[src/rtl/ddr_ctrl_pkg.sv]
// ddr_ctrl_pkg -- definitions shared by the DDR read and write controllers.
//   state_e      : controller FSM encodings (IDLE/RD_REQ/READ/WAIT_DATA)
//   CMD_WR/CMD_RD: MIG app_cmd opcodes
//   DEF_*        : default frame size, burst length and address step
//   next_addr()  : frame address advance with wrap to 0 at the end of the frame
package ddr_ctrl_pkg;

    localparam int ADDR_W = 29;
    localparam int DATA_W = 256;

    localparam int DEF_TOTAL_PIXEL = 1024 * 768;
    localparam int DEF_BURST_LEN   = 64;
    localparam int DEF_ADDR_STEP   = 8;

    localparam logic [2:0] CMD_WR = 3'b000;
    localparam logic [2:0] CMD_RD = 3'b001;

    typedef enum logic [1:0] {
        IDLE      = 2'd0,
        RD_REQ    = 2'd1,
        READ      = 2'd2,
        WAIT_DATA = 2'd3
    } state_e;

    // The last legal address of a frame is total-step; the next one is 0.
    function automatic logic [ADDR_W-1:0] next_addr(input logic [ADDR_W-1:0] addr,
                                                    input int step,
                                                    input int total);
        if (addr == ADDR_W'(total - step))
            return '0;
        return addr + ADDR_W'(step);
    endfunction

endpackage

[src/rtl/ddr_burst_cnt.sv]
// ddr_burst_cnt -- burst position counter, 0..MAX-1.
//   ui_clk : clock
//   rst    : asynchronous active-high reset
//   inc    : advance by one
//   clr    : return to 0 (wins over inc)
//   count  : current position
//   last   : position is MAX-1
module ddr_burst_cnt #(
    parameter int MAX = 64,
    parameter int W   = 6
) (
    input  logic         ui_clk,
    input  logic         rst,
    input  logic         inc,
    input  logic         clr,
    output logic [W-1:0] count,
    output logic         last
);

    logic [W-1:0] count_q, count_d;

    always_comb begin
        // NOTE: every always_comb output gets a default first so no path leaves it unassigned (no latch).
        count_d = count_q;
        if (clr)
            count_d = '0;
        else if (inc)
            count_d = count_q + W'(1);
    end

    always_ff @(posedge ui_clk or posedge rst) begin
        // NOTE: sequential state is updated with <= so all flops see pre-edge values.
        if (rst)
            count_q <= '0;
        else
            count_q <= count_d;
    end

    assign count = count_q;
    assign last  = (count_q == W'(MAX - 1));

endmodule

[src/rtl/ddr_rd_ctrl.sv]
// ddr_rd_ctrl -- DDR read controller between the arbiter/frame sequencer and the MIG app port.
// On rd_start it requests the shared user port, issues BURST_LEN read commands at a
// wrapping frame address and forwards the returned beats to the downstream read FIFO.
//   ui_clk, rst          : MIG user clock, asynchronous active-high reset
//   rd_start             : start one burst (only looked at in IDLE)
//   rd_req / rd_ack      : arbiter request / grant
//   rd_done              : 1-cycle pulse with the final forwarded beat
//   rd_busy              : burst in progress (READ or WAIT_DATA)
//   fifo_afull           : downstream almost full, holds off new commands
//   app_rdy/app_en/app_cmd/app_addr : MIG command handshake
//   app_rd_data/_valid/_end         : MIG read return (_end unused; beats are counted)
//   rd_ddr_data/rd_ddr_valid        : registered data and write enable to the FIFO
// Build option RD_BEAT_ERR_EN: adds sticky output rd_err, set when a beat arrives with
// no outstanding command (cnt_data == cnt_cmd outside WAIT_DATA).
module ddr_rd_ctrl
    import ddr_ctrl_pkg::*;
#(
    parameter int TOTAL_PIXEL = DEF_TOTAL_PIXEL,
    parameter int BURST_LEN   = DEF_BURST_LEN,
    parameter int ADDR_STEP   = DEF_ADDR_STEP
) (
    input  logic          ui_clk,
    input  logic          rst,
    input  logic          rd_start,
    output logic          rd_req,
    input  logic          rd_ack,
    output logic          rd_done,
    output logic          rd_busy,
`ifdef RD_BEAT_ERR_EN
    output logic          rd_err,
`endif
    input  logic          fifo_afull,
    input  logic          app_rdy,
    output logic          app_en,
    output logic [2:0]    app_cmd,
    output logic [28:0]   app_addr,
    input  logic [255:0]  app_rd_data,
    input  logic          app_rd_data_valid,
    input  logic          app_rd_data_end,
    output logic [255:0]  rd_ddr_data,
    output logic          rd_ddr_valid
);

    localparam int CNT_W = $clog2(BURST_LEN);

    state_e               state_q, state_d;
    logic                 rd_req_q, rd_req_d;
    logic                 rd_done_q, rd_done_d;
    logic                 rd_busy_q, rd_busy_d;
    logic                 app_en_q, app_en_d;
    logic [ADDR_W-1:0]    app_addr_q, app_addr_d;
    logic [DATA_W-1:0]    rd_ddr_data_q, rd_ddr_data_d;
    logic                 rd_ddr_valid_q, rd_ddr_valid_d;

    logic [CNT_W-1:0]     cnt_cmd, cnt_data;
    logic                 cmd_last, data_last;
    logic                 cmd_acc, cmd_done, beat, data_done;

    assign cmd_acc   = app_en_q & app_rdy;
    assign cmd_done  = cmd_acc & cmd_last;
    // Beats outside READ/WAIT_DATA belong to no burst of ours and are dropped.
    assign beat      = app_rd_data_valid & rd_busy_q;
    assign data_done = beat & data_last;

    ddr_burst_cnt #(.MAX(BURST_LEN), .W(CNT_W)) u_cnt_cmd (
        .ui_clk (ui_clk),
        .rst    (rst),
        .inc    (cmd_acc),
        .clr    (cmd_done),
        .count  (cnt_cmd),
        .last   (cmd_last)
    );

    ddr_burst_cnt #(.MAX(BURST_LEN), .W(CNT_W)) u_cnt_data (
        .ui_clk (ui_clk),
        .rst    (rst),
        .inc    (beat),
        .clr    (data_done),
        .count  (cnt_data),
        .last   (data_last)
    );

    always_comb begin
        state_d        = state_q;
        rd_req_d       = rd_req_q;
        app_en_d       = app_en_q;
        app_addr_d     = app_addr_q;
        rd_ddr_data_d  = rd_ddr_data_q;
        rd_ddr_valid_d = beat;
        rd_done_d      = data_done;

        case (state_q)
            IDLE: if (rd_start) begin
                state_d  = RD_REQ;
                rd_req_d = 1'b1;
            end
            RD_REQ: if (rd_ack) begin
                state_d  = READ;
                rd_req_d = 1'b0;
            end
            // The final beat can coincide with the final accept only with a zero-latency
            // memory, but the FSM must still not park in WAIT_DATA waiting for it.
            READ: if (cmd_done)
                state_d = data_done ? IDLE : WAIT_DATA;
            WAIT_DATA: if (data_done)
                state_d = IDLE;
            default: state_d = IDLE;
        endcase

        if (cmd_acc)
            app_addr_d = next_addr(app_addr_q, ADDR_STEP, TOTAL_PIXEL);

        // A pending command is held regardless of fifo_afull; a new one is only
        // offered when the FIFO has room and the burst is not finished.
        if (!app_en_q || app_rdy)
            app_en_d = (state_q == READ) && !cmd_done && !fifo_afull;

        if (beat)
            rd_ddr_data_d = app_rd_data;

        rd_busy_d = (state_d == READ) || (state_d == WAIT_DATA);
    end

    always_ff @(posedge ui_clk or posedge rst) begin
        if (rst) begin
            state_q        <= IDLE;
            rd_req_q       <= 1'b0;
            rd_done_q      <= 1'b0;
            rd_busy_q      <= 1'b0;
            app_en_q       <= 1'b0;
            app_addr_q     <= '0;
            // NOTE: the wide data register is reset too so the FIFO port never shows stale data after rst.
            rd_ddr_data_q  <= '0;
            rd_ddr_valid_q <= 1'b0;
        end else begin
            state_q        <= state_d;
            rd_req_q       <= rd_req_d;
            rd_done_q      <= rd_done_d;
            rd_busy_q      <= rd_busy_d;
            app_en_q       <= app_en_d;
            app_addr_q     <= app_addr_d;
            rd_ddr_data_q  <= rd_ddr_data_d;
            rd_ddr_valid_q <= rd_ddr_valid_d;
        end
    end

`ifdef RD_BEAT_ERR_EN
    logic rd_err_q, rd_err_d;

    // In WAIT_DATA every command has been issued, so a beat there is always owed.
    always_comb begin
        rd_err_d = rd_err_q;
        if (app_rd_data_valid && (state_q != WAIT_DATA) && (cnt_data == cnt_cmd))
            rd_err_d = 1'b1;
    end

    always_ff @(posedge ui_clk or posedge rst) begin
        if (rst)
            rd_err_q <= 1'b0;
        else
            rd_err_q <= rd_err_d;
    end

    assign rd_err = rd_err_q;

    logic unused_sink;
    assign unused_sink = app_rd_data_end;
`else
    // Without the beat check the raw counts only feed the last-position flags.
    logic unused_sink;
    assign unused_sink = ^{app_rd_data_end, cnt_cmd, cnt_data};
`endif

    assign rd_req       = rd_req_q;
    assign rd_done      = rd_done_q;
    assign rd_busy      = rd_busy_q;
    assign app_en       = app_en_q;
    assign app_cmd      = CMD_RD;
    assign app_addr     = app_addr_q;
    assign rd_ddr_data  = rd_ddr_data_q;
    assign rd_ddr_valid = rd_ddr_valid_q;

endmodule

[config.mk]
export PLATFORM = sky130hd
export DESIGN_NAME = ddr_rd_ctrl
export DESIGN_NICKNAME = d
export VERILOG_FILES = /design/src/rtl/ddr_ctrl_pkg.sv /design/src/rtl/ddr_burst_cnt.sv /design/src/rtl/ddr_rd_ctrl.sv
export SDC_FILE = /design/constraint.sdc
export NUM_CORES = 1
export LEC_CHECK = 0
export BUFFER_PORTS_ARGS = -buffer_cell sky130_fd_sc_hd__buf_2
export CORE_AREA = 5 5 214 216
export DETAILED_ROUTE_END_ITERATION = 8
export DIE_AREA = 0 0 219 221
export MAX_ROUTING_LAYER = met4
export PLACE_DENSITY_LB_ADDON = 0.12
export SYNTH_ARGS = -nofsm -noshare
export SYNTH_HDL_FRONTEND = slang
export SYNTH_SLANG_ARGS = --single-unit
[constraint.sdc]
create_clock -name ui_clk -period 8.2 [get_ports ui_clk]
set_input_delay 0.41 -clock ui_clk [delete_from_list [all_inputs] [get_ports ui_clk]]
set_output_delay 0.41 -clock ui_clk [all_outputs]
set_load 0.02 [all_outputs]
---- Word level (Yosys, flattened, before mapping) ----
Cells that the tools add are included.
storage, ports and cells
  output and inout bits ................... 293
  input bits .............................. 264
  flip-flop bits (word level) ............. 304
operators by class
  bitwise logic cells ..................... 4
  $add $sub $neg .......................... 3
  mux-type cells .......................... 17
  reduce and logical (&&, ||, !) cells .... 12
  equality and inequality tests ........... 10
operators by type and width
  cell                   number
  $mux 29                2
  $add 29x4->29 const B  1
  $eq 29x20->1 const B   1
  $mux 6                 4
  $add 6x1->6 const B    2
  $eq 6x6->1 const B     2
  $mux 2                 5
  $eq 2x2->1 const B     4
  $pmux 2 s4             1
  $reduce_bool 2->1      3
  $and 1x1->1            4
  $mux 1                 4
  $ne 2x2->1 const B     2
  $logic_not 1->1        3
  $reduce_and 3->1       1
  $eq 2x1->1 const B     1
  $logic_and 1x1->1      2
  $logic_not 2->1        1
  $logic_or 1x1->1       2
  $pmux 1 s2             1

---- Depth between registers and ports, before layout ----
  depth in word-level cells ............... 7
  gate-level depth with buffers ........... 6
  gate-level depth less buffers ........... 5

---- Modules after synthesis ----
A second synthesis with hierarchy kept.
second synthesis, totals
  cells, all modules ...................... 765
  area total of the unflattened synthesis .. 11681.2 µm²
by module, submodules not included
  module         times used  sequential area each (µm²)  area each (µm²)  cells an instance
  ddr_rd_ctrl    1           7206.9                      11118.2          711
  ddr_burst_cnt  2           150.1                       281.5            27

---- Worst setup path after synthesis ----
Ideal clock, no wire load.
  path type ............................... flip-flop to flip-flop
  start point ............................. register app_addr_q[8] (netlist: app_addr[8])
  end point ............................... register app_addr_q[24] (netlist: app_addr[24])
  arrival time ............................ 1.711 ns
  slack ................................... 6.423 ns
  cell stages (with the launch flop) ...... 6
  buffers on the path ..................... 1
  data required time ...................... 8.134 ns
  cells stage by stage .................... dfrtp_1 > nand3_2 > or3_4 > buf_6 > or4_1 > nand2_1
on the way
  word-level cells in the longest chain between the ends .. 4
RTL lines
  element                                                                RTL line            text
  from (decl)                                                            ddr_rd_ctrl.sv:51   logic [ADDR_W-1:0] app_addr_q, app_addr_d;
  from (signal assigned)                                                 ddr_rd_ctrl.sv:141  app_addr_q <= app_addr_d;
  parallel branches: the longest is 3 deep, another holds $add 29x4->29  --
  $mux 29 (*)                                                            ddr_ctrl_pkg.sv:31  return addr + ADDR_W'(step);
Every way passes the cells marked *. The select of a mux whose other input is x is not followed.
A chain may end at the register's enable or synchronous reset.

---- Final worst setup path ----
  start point ............................. register rd_busy_q (netlist: rd_busy)
  end point ............................... register rd_ddr_data_q[110] (netlist: rd_ddr_data[110])
on the way
  word-level cells in the longest chain between the ends .. 1
RTL lines
  element                 RTL line            text
  from (decl)             ddr_rd_ctrl.sv:49   logic rd_busy_q, rd_busy_d;
  from (signal assigned)  ddr_rd_ctrl.sv:139  rd_busy_q <= rd_busy_d;
  $and 1x1->1             ddr_rd_ctrl.sv:62   assign beat = app_rd_data_valid & rd_busy_q;
  to (signal assigned)    ddr_rd_ctrl.sv:142  rd_ddr_data_q <= rd_ddr_data_d;
  to (decl)               ddr_rd_ctrl.sv:52   logic [DATA_W-1:0] rd_ddr_data_q, rd_ddr_data_d;
Every way passes these cells.

==> flow_summary_export.csv <==
group,metric,value,unit
outcome,outcome,"completed",
hold_path,min_path_type,"input port to register",
logic_synthesis,yosysSeqAreaShare,0.644,
clock_tree,cts_buffer_depth,3,
finish,num-fill-cells,4671,
job,drv_cap,0,
clock_tree,cts-root-buf,"clkbuf_16",
logic_synthesis,synth-compound-area-share,0.0157,
logic_synthesis,synth.largest_area_cell,"dfrtp_1",
logic_synthesis,avgSynthCellArea,8.99,um2
worst_setup_path,cp-start-kind,"register",
worst_setup_path,cp_common_cell,"nand2_1",
sta,fmax,313,MHz
sta,fin_crit,3.20,ns
clock_tree,clock-sinks,300,
finish,multi_input_area,3860,um2
finish,nNetsFinal,2096,
sta,setup_viol,0,
sta,skew,0.0146,ns
floorplanning,die-area,48400,um2
detailed_routing,via_per_inst,4.17,
clock_tree,cts_hold_buffers,0,
logic_synthesis,synth_most_common_cell,"nand2_1",
sta,rsz0062_at_grt,"false",
clock_tree,post_cts_resized,0,
finish,seqCellArea,7510,um2
sta,max-slew-margin-rel,0.258,
detailed_routing,final_antenna_net_count,0,
worst_setup_path,r2r_slack,5.00,ns
pwr,p_leak,9.24,nW
sta,hold_ws,0.0589,ns
grt,track_usage,0.169,
worst_setup_path,r2r_end,"rd_ddr_data[110]",
worst_setup_path,reg2reg_from,"rd_busy",
hold_path,holdPathEnd,"rd_ddr_data[146]",
clock_tree,cts_tree,"built",
floorplanning,dieWidth,219,um
pwr,p_per_area,332,nW/um2
detailed_routing,wl_per_cell,16.7,um
floorplanning,io_pins,557,
logic_synthesis,synth.area.mux_share,0,
sta,worst_pin_slew,1.11,ns
pwr,ir_drop,0.131,mV
worst_setup_path,cpMaxStageDelayCell,"inv_8",
logic_synthesis,synthArstFlopShare,1.00,
finish,fin_util,0.371,
floorplanning,die_height,221,um
floorplanning,core-area,43700,um2
hold_path,worstHoldStart,"app_rd_data[146]",
detailed_routing,dr_total_vias,10280,
logic_synthesis,synth-xor-area-share,0.0180,
logic_synthesis,synth_adder_area_share,0.00322,
floorplanning,start_util,0.267,
clock_tree,cts_setup_buffers,0,
sta,period_share,0.390,
place,port_buffers,549,
worst_setup_path,r2r_cells,5,
worst_setup_path,crit_arrival,3.67,ns
sta,hold_viol,0,
detailed_routing,drc,0,
logic_synthesis,synth_top_family_by_area,"simple AND/OR/NAND/NOR gates",
worst_setup_path,crit_path_max_incr_delay,0.85,ns
worst_setup_path,cp-end-kind,"register",
worst_setup_path,cp_max_fo,181,
detailed_routing,wl,41.0,mm
detailed_routing,drtIter0Drc,545,
hold_path,hold_depth,3,
logic_synthesis,synthSimpleGateAreaFrac,0.291,
detailed_routing,first_pass_iters,4,
grt,grt_pass1_vias,10435,
grt,grt_pass1_wl,62.4,mm
logic_synthesis,synth_common_cells,"nand2_1 (791), dfrtp_1 (300), clkbuf_1 (51)",
logic_synthesis,yosysTopAreaCellShare,0.644,
place,place_congestion,0.785,
logic_synthesis,synthTopCellsByArea,"dfrtp_1 (64%), nand2_1 (25%), clkbuf_1 (1.6%), xnor2_1 (1.1%), xor2_1 (0.75%)",
worst_setup_path,setup.worst_path.class,"register to register",
pwr,power.total,5.39,mW
place,place_hpwl,29.2,mm
logic_synthesis,syn_inst,1297,
logic_synthesis,synth_edf_count,0,
grt,antenna_found_initial,15,
finish,layout-drive-gt1-share,0.334,
worst_setup_path,required,8.67,ns
logic_synthesis,ys_ff_latch,300,
floorplanning,num_rows,77,
finish,areaGrowthSynthToFinish,39.2,%
sta,setup_tns,0,ns
logic_synthesis,synth_area,11700,um2
clock_tree,insertion_delay,0.54,ns
clock_tree,numCtsBuffers,37,
sta,report.final.slew_viol_count,0,
grt,grt_overflow,0,
worst_setup_path,crit_chain,"nand2_4 -> inv_8 -> buf_4 -> nand2_1 -> nand2_1",
logic_synthesis,yosysUniqueCellTypes,40,
logic_synthesis,synthFlopType,"dfrtp_1",
clock_tree,cts_max_level,2,
logic_synthesis,ys_warn_count,0,
grt,grt_max_degree,182,
clock_tree,path_clk_slew,0.06,ns
-- report_power, final --
part           internal [mW]  total (mW)  switching [mW]  leakage, nW
Clock                  0.994        1.63           0.638        0.600
Combinational          0.503        1.65            1.15         4.95
Sequential              1.88        2.11           0.232         3.69
Total                   3.38        5.39            2.02         9.24
-- worst max path at each step --
| stage | start | endpoint | depth (start not counted) |
|---|---|---|---|
| after floorplan | rst | app_addr[10] | 1 |
| after global placement | rd_busy | rd_ddr_data[77] | 5 |
| after detailed placement | rd_busy | rd_ddr_data[110] | 5 |
| after CTS | rd_busy | rd_ddr_data[161] | 5 |
| after global routing | rd_busy | rd_ddr_data[78] | 5 |
| final | rd_busy | rd_ddr_data[110] | 5 |
-- layout by cell type (no fill, tap or decap), drive strengths merged, types with 4 or more instances in the layout --
master	n
diode	14
conb	6
clkinv	4
nand4	10
nor3	11
and3	4
nor4	6
a21oi	4
o21ai	10
xnor2	14
clkbuf	60
nand2	791
nand3	13
a21o	4
inv	11
xor2	10
buf	555
nor2	13
dfrtp	300
-- stage by stage --
step	std cells	setup WS, ns	cell area (um2)
after CTS	2449	4.99	16200
final	2463	5.00	16200
after global placement	2382	5.05	15000
after detailed placement	2382	4.99	15000
after global routing	2463	4.68	16200
after floorplan	1301	3.80	11700
-- layer usage --
metal,share of wire,GRT usage,vias up
li1,-,-,5073
met2,0.49,0.278,323
met5,0,-,-
met3,0.095,0.0672,69
met1,0.38,0.187,4815
met4,0.028,0.0575,0
-- critical path: cells and delay by family (launching register included) --
family / cells / cell delay (ns)
buffers and inverters: 2 / 1.67
and+or+nand+nor: 3 / 0.67
DFF: 1 / 0.53
-- flip-flops by register name (all words and copies together) (netlist names), 6 cells and up --
signal	flops
rd_ddr_data	256
app_addr	26
u_cnt_cmd.count	6
u_cnt_data.count	6
-- kinds of logic (layout without fill, tap and decap cells) --
kind of cell	count (synthesis)	in the layout
other cells	2	20
compound gates	28	28
buf+inv	77	633
simple gates	863	863
fa+ha+maj	3	3
xor+xnor	24	24
flops	300	300
-- cell type report --
cell class                      count  share of cell area
Tap cell                          592              0.0456
Antenna cell                       14             0.00216
Sequential cell                   300               0.463
Clock inverter                      7             0.00409
Timing Repair Buffer              555               0.174
Multi-Input combinational cell    924               0.238
Clock buffer                       60              0.0712
Inverter                           11             0.00324
Note: power is estimated with default switching activity, not from simulation.
